--- config.mk ---
export PLATFORM = sky130hd
export DESIGN_NAME = vga_mem_arbiter
export DESIGN_NICKNAME = d
export VERILOG_FILES = /design/src/rtl/vga_mem_arbiter.sv
export SDC_FILE = /design/constraint.sdc
export NUM_CORES = 1
export LEC_CHECK = 0
export CAP_MARGIN = 0
export CORE_ASPECT_RATIO = 0.75
export CORE_MARGIN = 2
export CORE_UTILIZATION = 37
export DETAILED_ROUTE_END_ITERATION = 12
export HOLD_SLACK_MARGIN = 0.15
export PLACE_DENSITY = 0.95
export SYNTH_ARGS = -nofsm -noshare
export SYNTH_HDL_FRONTEND = slang
export SYNTH_SLANG_ARGS = --single-unit
--- constraint.sdc ---
create_clock -name clk -period 7.7 [get_ports clk]
set_input_delay 1.54 -clock clk [delete_from_list [all_inputs] [get_ports clk]]
set_output_delay 1.54 -clock clk [all_outputs]
set_load 0.02 [all_outputs]
--- src/rtl/vga_mem_arbiter.sv ---
// -----------------------------------------------------------------------------
// vga_mem_arbiter
//   Single-port arbiter for the shared frame memory. Serialises four clients
//   onto one RAM port, one access per cycle, in a single clock domain:
//     CAM  - camera pixel writer        (highest priority)
//     LB   - line-buffer filler (reads, may hold a burst lock)
//     CONV - convolution writeback      (round-robin with HPS)
//     HPS  - HPS image reader           (round-robin with CONV)
//   Read data is returned on a shared bus and tagged to its owner with rvalid.
//
// Ports
//   clk, reset                    clock, asynchronous active-high reset
//   cam_req/addr/wdata, cam_gnt   CAM write request / same-cycle grant
//   lb_req/lock/addr, lb_gnt      LB read request, burst lock / grant
//   lb_rvalid                     rdata belongs to LB this cycle
//   conv_req/addr/wdata, conv_gnt CONV write request / grant
//   hps_req/addr, hps_gnt         HPS read request / grant
//   hps_rvalid                    rdata belongs to HPS this cycle
//   rdata                         read data (mem_rdata passthrough)
//   mem_addr/wdata/we             registered RAM command
//   mem_rdata                     RAM read data
//   lock_active                   arbiter is in the LB-locked state
// -----------------------------------------------------------------------------
module vga_mem_arbiter #(
    parameter int AW           = 16,
    parameter int DW           = 32,
    parameter int RD_LATENCY   = 2,
    parameter int STARVE_LIMIT = 8
) (
    input  logic          clk,
    input  logic          reset,
    input  logic          cam_req,
    input  logic [AW-1:0] cam_addr,
    input  logic [DW-1:0] cam_wdata,
    output logic          cam_gnt,
    input  logic          lb_req,
    input  logic          lb_lock,
    input  logic [AW-1:0] lb_addr,
    output logic          lb_gnt,
    output logic          lb_rvalid,
    input  logic          conv_req,
    input  logic [AW-1:0] conv_addr,
    input  logic [DW-1:0] conv_wdata,
    output logic          conv_gnt,
    input  logic          hps_req,
    input  logic [AW-1:0] hps_addr,
    output logic          hps_gnt,
    output logic          hps_rvalid,
    output logic [DW-1:0] rdata,
    output logic [AW-1:0] mem_addr,
    output logic [DW-1:0] mem_wdata,
    output logic          mem_we,
    input  logic [DW-1:0] mem_rdata,
    output logic          lock_active
);

    localparam int SW = $clog2(STARVE_LIMIT + 1);
    localparam logic [SW-1:0] STARVE_MAX = SW'(STARVE_LIMIT);

    typedef enum logic {
        ST_IDLE   = 1'b0,
        ST_LOCKED = 1'b1
    } state_t;

    state_t          r_state;
    state_t          w_state_nxt;
    logic            r_rr_hps;      // 1: HPS wins a CONV/HPS tie, 0: CONV wins
    logic [SW-1:0]   r_starve;
    logic [RD_LATENCY:0] r_lb_tag;
    logic [RD_LATENCY:0] r_hps_tag;
    logic [AW-1:0]   r_mem_addr;
    logic [DW-1:0]   r_mem_wdata;
    logic            r_mem_we;

    logic            w_lock_hold;
    logic            w_starved;
    logic            w_cam_gnt;
    logic            w_lb_gnt;
    logic            w_conv_gnt;
    logic            w_hps_gnt;

    // Grant selection and next-state decode
    always_comb begin
        w_cam_gnt   = 1'b0;
        w_lb_gnt    = 1'b0;
        w_conv_gnt  = 1'b0;
        w_hps_gnt   = 1'b0;
        w_state_nxt = r_state;
        // The lock only holds while lb_lock stays high; the cycle it drops
        // is already arbitrated with the idle rules.
        w_lock_hold = (r_state == ST_LOCKED) && lb_lock;
        w_starved   = (r_starve == STARVE_MAX);

        if (reset) begin
            // Grants are combinational, so they are forced low during reset.
            w_cam_gnt = 1'b0;
        end else if (w_lock_hold) begin
            if (cam_req && w_starved) begin
                w_cam_gnt = 1'b1;
            end else if (lb_req) begin
                w_lb_gnt = 1'b1;
            end else begin
                w_lb_gnt = 1'b0;
            end
        end else begin
            if (cam_req) begin
                w_cam_gnt = 1'b1;
            end else if (lb_req) begin
                w_lb_gnt = 1'b1;
            end else if (conv_req && hps_req) begin
                w_hps_gnt  = r_rr_hps;
                w_conv_gnt = ~r_rr_hps;
            end else if (conv_req) begin
                w_conv_gnt = 1'b1;
            end else if (hps_req) begin
                w_hps_gnt = 1'b1;
            end else begin
                w_conv_gnt = 1'b0;
            end
        end

        case (r_state)
            ST_IDLE: begin
                if (w_lb_gnt && lb_lock) begin
                    w_state_nxt = ST_LOCKED;
                end else begin
                    w_state_nxt = ST_IDLE;
                end
            end
            ST_LOCKED: begin
                if (w_lock_hold) begin
                    w_state_nxt = ST_LOCKED;
                end else if (w_lb_gnt && lb_lock) begin
                    w_state_nxt = ST_LOCKED;
                end else begin
                    w_state_nxt = ST_IDLE;
                end
            end
            default: w_state_nxt = ST_IDLE;
        endcase
    end

    // FSM state register
    always_ff @(posedge clk or posedge reset) begin
        if (reset) begin
            r_state <= ST_IDLE;
        end else begin
            r_state <= w_state_nxt;
        end
    end

    // Round-robin pointer: favour the other client after each CONV/HPS grant
    always_ff @(posedge clk or posedge reset) begin
        if (reset) begin
            r_rr_hps <= 1'b0;
        end else if (w_conv_gnt) begin
            r_rr_hps <= 1'b1;
        end else if (w_hps_gnt) begin
            r_rr_hps <= 1'b0;
        end else begin
            r_rr_hps <= r_rr_hps;
        end
    end

    // CAM starvation counter: counts waiting cycles, saturates, clears on grant
    always_ff @(posedge clk or posedge reset) begin
        if (reset) begin
            r_starve <= {SW{1'b0}};
        end else if (w_cam_gnt) begin
            r_starve <= {SW{1'b0}};
        end else if (cam_req && !w_starved) begin
            r_starve <= r_starve + SW'(1);
        end else begin
            r_starve <= r_starve;
        end
    end

    // RAM command register; reads and idle cycles leave wdata untouched
    always_ff @(posedge clk or posedge reset) begin
        if (reset) begin
            r_mem_addr  <= {AW{1'b0}};
            r_mem_wdata <= {DW{1'b0}};
            r_mem_we    <= 1'b0;
        end else if (w_cam_gnt) begin
            r_mem_addr  <= cam_addr;
            r_mem_wdata <= cam_wdata;
            r_mem_we    <= 1'b1;
        end else if (w_conv_gnt) begin
            r_mem_addr  <= conv_addr;
            r_mem_wdata <= conv_wdata;
            r_mem_we    <= 1'b1;
        end else if (w_lb_gnt) begin
            r_mem_addr  <= lb_addr;
            r_mem_we    <= 1'b0;
        end else if (w_hps_gnt) begin
            r_mem_addr  <= hps_addr;
            r_mem_we    <= 1'b0;
        end else begin
            r_mem_we    <= 1'b0;
        end
    end

    // Read-owner tag pipes: one stage for the command register plus the RAM latency
    always_ff @(posedge clk or posedge reset) begin
        if (reset) begin
            r_lb_tag  <= {(RD_LATENCY+1){1'b0}};
            r_hps_tag <= {(RD_LATENCY+1){1'b0}};
        end else begin
            r_lb_tag  <= {r_lb_tag[RD_LATENCY-1:0], w_lb_gnt};
            r_hps_tag <= {r_hps_tag[RD_LATENCY-1:0], w_hps_gnt};
        end
    end

    assign cam_gnt     = w_cam_gnt;
    assign lb_gnt      = w_lb_gnt;
    assign conv_gnt    = w_conv_gnt;
    assign hps_gnt     = w_hps_gnt;
    assign lb_rvalid   = r_lb_tag[RD_LATENCY];
    assign hps_rvalid  = r_hps_tag[RD_LATENCY];
    assign rdata       = mem_rdata;
    assign mem_addr    = r_mem_addr;
    assign mem_wdata   = r_mem_wdata;
    assign mem_we      = r_mem_we;
    assign lock_active = (r_state == ST_LOCKED);

endmodule

==> impl_metrics.prom <==
# TYPE chip_impl_metric gauge
chip_impl_info{name="status",value="finished, final reports clean"} 1
chip_impl_metric{name="first_global_vias",unit=""} 3494
chip_impl_metric{name="setup_tns",unit="ns"} 0
chip_impl_metric{name="yosysWarnings",unit=""} 0
chip_impl_info{name="routed.top_layer",value="met4"} 1
chip_impl_metric{name="cts.sink_count",unit=""} 61
chip_impl_info{name="worst_min_path_class",value="flop to flop"} 1
chip_impl_metric{name="io_pins",unit=""} 255
chip_impl_metric{name="syn-cell-area",unit="sq um"} 3405
chip_impl_info{name="unrepaired_setup_endpoints_after_global_routing",value="no"} 1
chip_impl_metric{name="power",unit="mW"} 1.194
chip_impl_metric{name="synth_top_area_share",unit=""} 0.4484
chip_impl_metric{name="place.port_buffers",unit=""} 190
chip_impl_metric{name="worstPathMaxFanout",unit=""} 64
chip_impl_metric{name="chipHeight",unit="um"} 87.07
chip_impl_info{name="synth_area_leader_cell",value="sky130_fd_sc_hd__dfrtp_1"} 1
chip_impl_metric{name="syn_nets",unit=""} 528
chip_impl_metric{name="finalWorstPathRequiredPeriod",unit="ns"} 5.756
chip_impl_metric{name="power_per_cell_area",unit="nW/um^2"} 221.4
chip_impl_metric{name="num_antenna_cells",unit=""} 0
chip_impl_metric{name="grt_max_degree",unit=""} 69
chip_impl_metric{name="detailroute.via_count",unit=""} 3495
chip_impl_metric{name="final_layout_size_suffix_gt1_frac",unit=""} 0.05545
chip_impl_metric{name="ctsHtreeMaxLevel",unit=""} 3
chip_impl_metric{name="number_of_flops_mapped_to_enable_cells_by_yosys",unit=""} 0
chip_impl_metric{name="start_util",unit=""} 0.3779
chip_impl_metric{name="cts_made_buffers",unit=""} 9
chip_impl_metric{name="global_route_wire_length_before_repair",unit="um"} 17110
chip_impl_metric{name="grt_overflow_total",unit=""} 0
chip_impl_metric{name="finClkSkew",unit="ns"} 0.007014
chip_impl_metric{name="coreArea",unit="sq um"} 9009
chip_impl_info{name="netlist_top_cells_area",value="sky130_fd_sc_hd__dfrtp_1 (45%), sky130_fd_sc_hd__a22oi_1 (11%), sky130_fd_sc_hd__buf_4 (7.1%)"} 1
chip_impl_info{name="timing.setup.critical_path_class",value="input pin to output port"} 1
chip_impl_metric{name="dr.first_iter.drc_count",unit=""} 248
chip_impl_metric{name="leakage",unit="nW"} 2.251
chip_impl_metric{name="synth_cell_type_count",unit=""} 38
chip_impl_metric{name="final_area",unit="sq um"} 5394
chip_impl_metric{name="vdd_ir_drop_max",unit="uV"} 100.7
chip_impl_metric{name="synth-seq-cells",unit=""} 61
chip_impl_metric{name="synth_cells",unit=""} 359
chip_impl_metric{name="cts.repair.resized",unit=""} 0
chip_impl_metric{name="layout.nets",unit=""} 669
chip_impl_info{name="kind_of_launch_point_of_the_worst_setup_path",value="input pin"} 1
chip_impl_metric{name="clock_latency",unit="ns"} 0.32
chip_impl_metric{name="ctsLongestPathBuffers",unit=""} 2
chip_impl_metric{name="synth_seq_area_share",unit=""} 0.4484
chip_impl_metric{name="asyncSetResetFlopFracSynth",unit=""} 1.000
chip_impl_metric{name="fp.dieW",unit="um"} 114.8
chip_impl_metric{name="worst_setup_hold_path_clk_slew",unit="ns"} 0.05
chip_impl_metric{name="areaGrowthSynthToFinish",unit="%"} 58.43
chip_impl_info{name="tritoncts",value="built"} 1
chip_impl_metric{name="wl_per_cell",unit="um"} 18.64
chip_impl_metric{name="cts_hold_buf",unit=""} 0
chip_impl_metric{name="worst_ep_required_time",unit="ns"} 6.16
chip_impl_info{name="cts_root_buffer",value="sky130_fd_sc_hd__clkbuf_16"} 1
chip_impl_metric{name="postRouteAntennaNets",unit=""} 0
chip_impl_metric{name="max-slew-margin-rel",unit=""} 0.2736
chip_impl_metric{name="detail_route.drc_violations",unit=""} 0
chip_impl_metric{name="layout.core_utilization",unit=""} 0.5988
chip_impl_metric{name="final_hold_viol_count",unit=""} 0
chip_impl_info{name="synth_ff_type",value="sky130_fd_sc_hd__dfrtp_1"} 1
chip_impl_metric{name="setup_viol",unit=""} 0
chip_impl_metric{name="post_cts_buffers",unit=""} 0
chip_impl_metric{name="met3RoutedLength",unit="um"} 969
chip_impl_metric{name="max_cap_viol_count",unit=""} 0
chip_impl_metric{name="wirelength",unit="um"} 11500
chip_impl_metric{name="maxClockFrequency",unit="GHz"} 0.1737
chip_impl_metric{name="routedLengthMet1",unit="um"} 4495
chip_impl_metric{name="timing.critical_path.arrival",unit="ns"} 4.22
chip_impl_metric{name="die_area",unit="sq um"} 9993
chip_impl_metric{name="detailed_place.area",unit="sq um"} 5070
chip_impl_metric{name="worst_pin_slew",unit="ns"} 1.087
chip_impl_metric{name="detailed_place_hpwl",unit="um"} 8455
chip_impl_metric{name="detailroute.wirelength.met2",unit="um"} 5859
chip_impl_metric{name="vias_per_cell",unit=""} 5.665
chip_impl_metric{name="initial_antenna_violation_count",unit=""} 0
chip_impl_metric{name="avgSynthCellArea",unit="sq um"} 9.483
chip_impl_metric{name="track_usage",unit=""} 0.2183
chip_impl_metric{name="layout_worst_path_cycle_share",unit=""} 0.7475
chip_impl_metric{name="gp_congestion",unit=""} 0.8631
chip_impl_metric{name="placement_rows",unit=""} 30
chip_impl_metric{name="fin_max_slew_vios",unit=""} 0
chip_impl_info{name="setup.worst_path.end_class",value="output port"} 1
chip_impl_metric{name="firstDrtPassIters",unit=""} 5
-- Yosys cell counts, drive strengths merged, types with 5 or more instances --
master   n
a211o   15
a22oi   48
a31oi   16
buf     52
clkbuf  13
dfrtp   61
inv      6
nand2   35
nand3   34
nand4   16
nor2     5
nor3    18
o31ai   15
-- logic make-up after synthesis --
kind of cell / Yosys count / share of synthesized area
and+or+nand+nor: 116 / 0.1669
AOI/OAI and AO/OA: 105 / 0.2389
buffers and inverters: 72 / 0.1308
DFF: 61 / 0.4484
xor gates and xnor gates: 3 / 0.007719
adders and majority gates: 2 / 0.007349
-- power by group --
| part | internal (mW) | switching [mW] |
|---|---|---|
| clock | 0.285 | 0.146 |
| sequential | 0.374 | 0.0343 |
| combinational | 0.185 | 0.171 |
| total | 0.843 | 0.351 |
-- metal layers --
metal  vias up  GRT usage
li1       1594          -
met1      1701     0.2517
met2       178     0.3991
met3        22    0.06193
met4         0    0.06024
met5         -          0
-- worst paths after layout --
check                             startpoint            to  slack (ns)  depth (start not counted)
max in group asynchronous              reset  mem_wdata[7]        5.20                          3
worst min-delay path            r_hps_tag[0]  r_hps_tag[1]        0.34                          0
worst max register to register   r_starve[0]  mem_addr[13]        4.30                          9
worst min register to register  r_hps_tag[0]  r_hps_tag[1]        0.34                          0
worst max-delay path                 cam_req      conv_gnt        1.94                          6
min in group asynchronous              reset  mem_addr[10]        1.99                          3
-- cell type report --
class                      count  area, sq um
timing repair buffer         195         1939
clock buffer                   9        225.2
tap                          112        140.1
inverter                       7        31.28
sequential                    61         1526
fill                         776         3615
multi-input combinational    226         1433
clock inverter                 7        98.84
-- sequential cells by signal, summed over array words and instances, names as in the netlist --
| register | flops |
|---|---|
| lock_active | 1 |
| r_hps_tag | 3 |
| r_rr_hps | 1 |
| mem_we | 1 |
| mem_addr | 16 |
| r_lb_tag | 3 |
| mem_wdata | 32 |
| r_starve | 4 |
-- cell usage in the layout (no fill, tap or decap), drive strengths merged, types with 9 or more instances in the layout --
| master | count |
|---|---|
| clkdlybuf4s50 | 190 |
| dfrtp | 61 |
| a22oi | 48 |
| nand2 | 35 |
| nand3 | 34 |
| nor3 | 18 |
| a31oi | 16 |
| nand4 | 16 |
| o31ai | 15 |
| a211o | 15 |
| clkbuf | 9 |
-- stage by stage --
step / setup WS (ns) / instances / hold WS [ns]
after floorplan: 2.399 / 359 / 0.3312
after global placement: 1.994 / 601 / 0.3360
after detailed placement: 1.928 / 601 / 0.3387
after CTS: 1.939 / 617 / 0.3459
after global routing: 1.831 / 617 / 0.3560
final: 1.944 / 617 / 0.3449
-- critical path, stage by stage --
cell and delay, ns:
sky130_fd_sc_hd__clkdlybuf4s50_1 0.55, sky130_fd_sc_hd__a2111o_1 0.51, sky130_fd_sc_hd__or2_1 0.24, sky130_fd_sc_hd__buf_4 0.26
sky130_fd_sc_hd__clkinv_4 0.40, sky130_fd_sc_hd__clkdlybuf4s50_1 0.69
No activity file was read; power rests on OpenSTA's default activity.
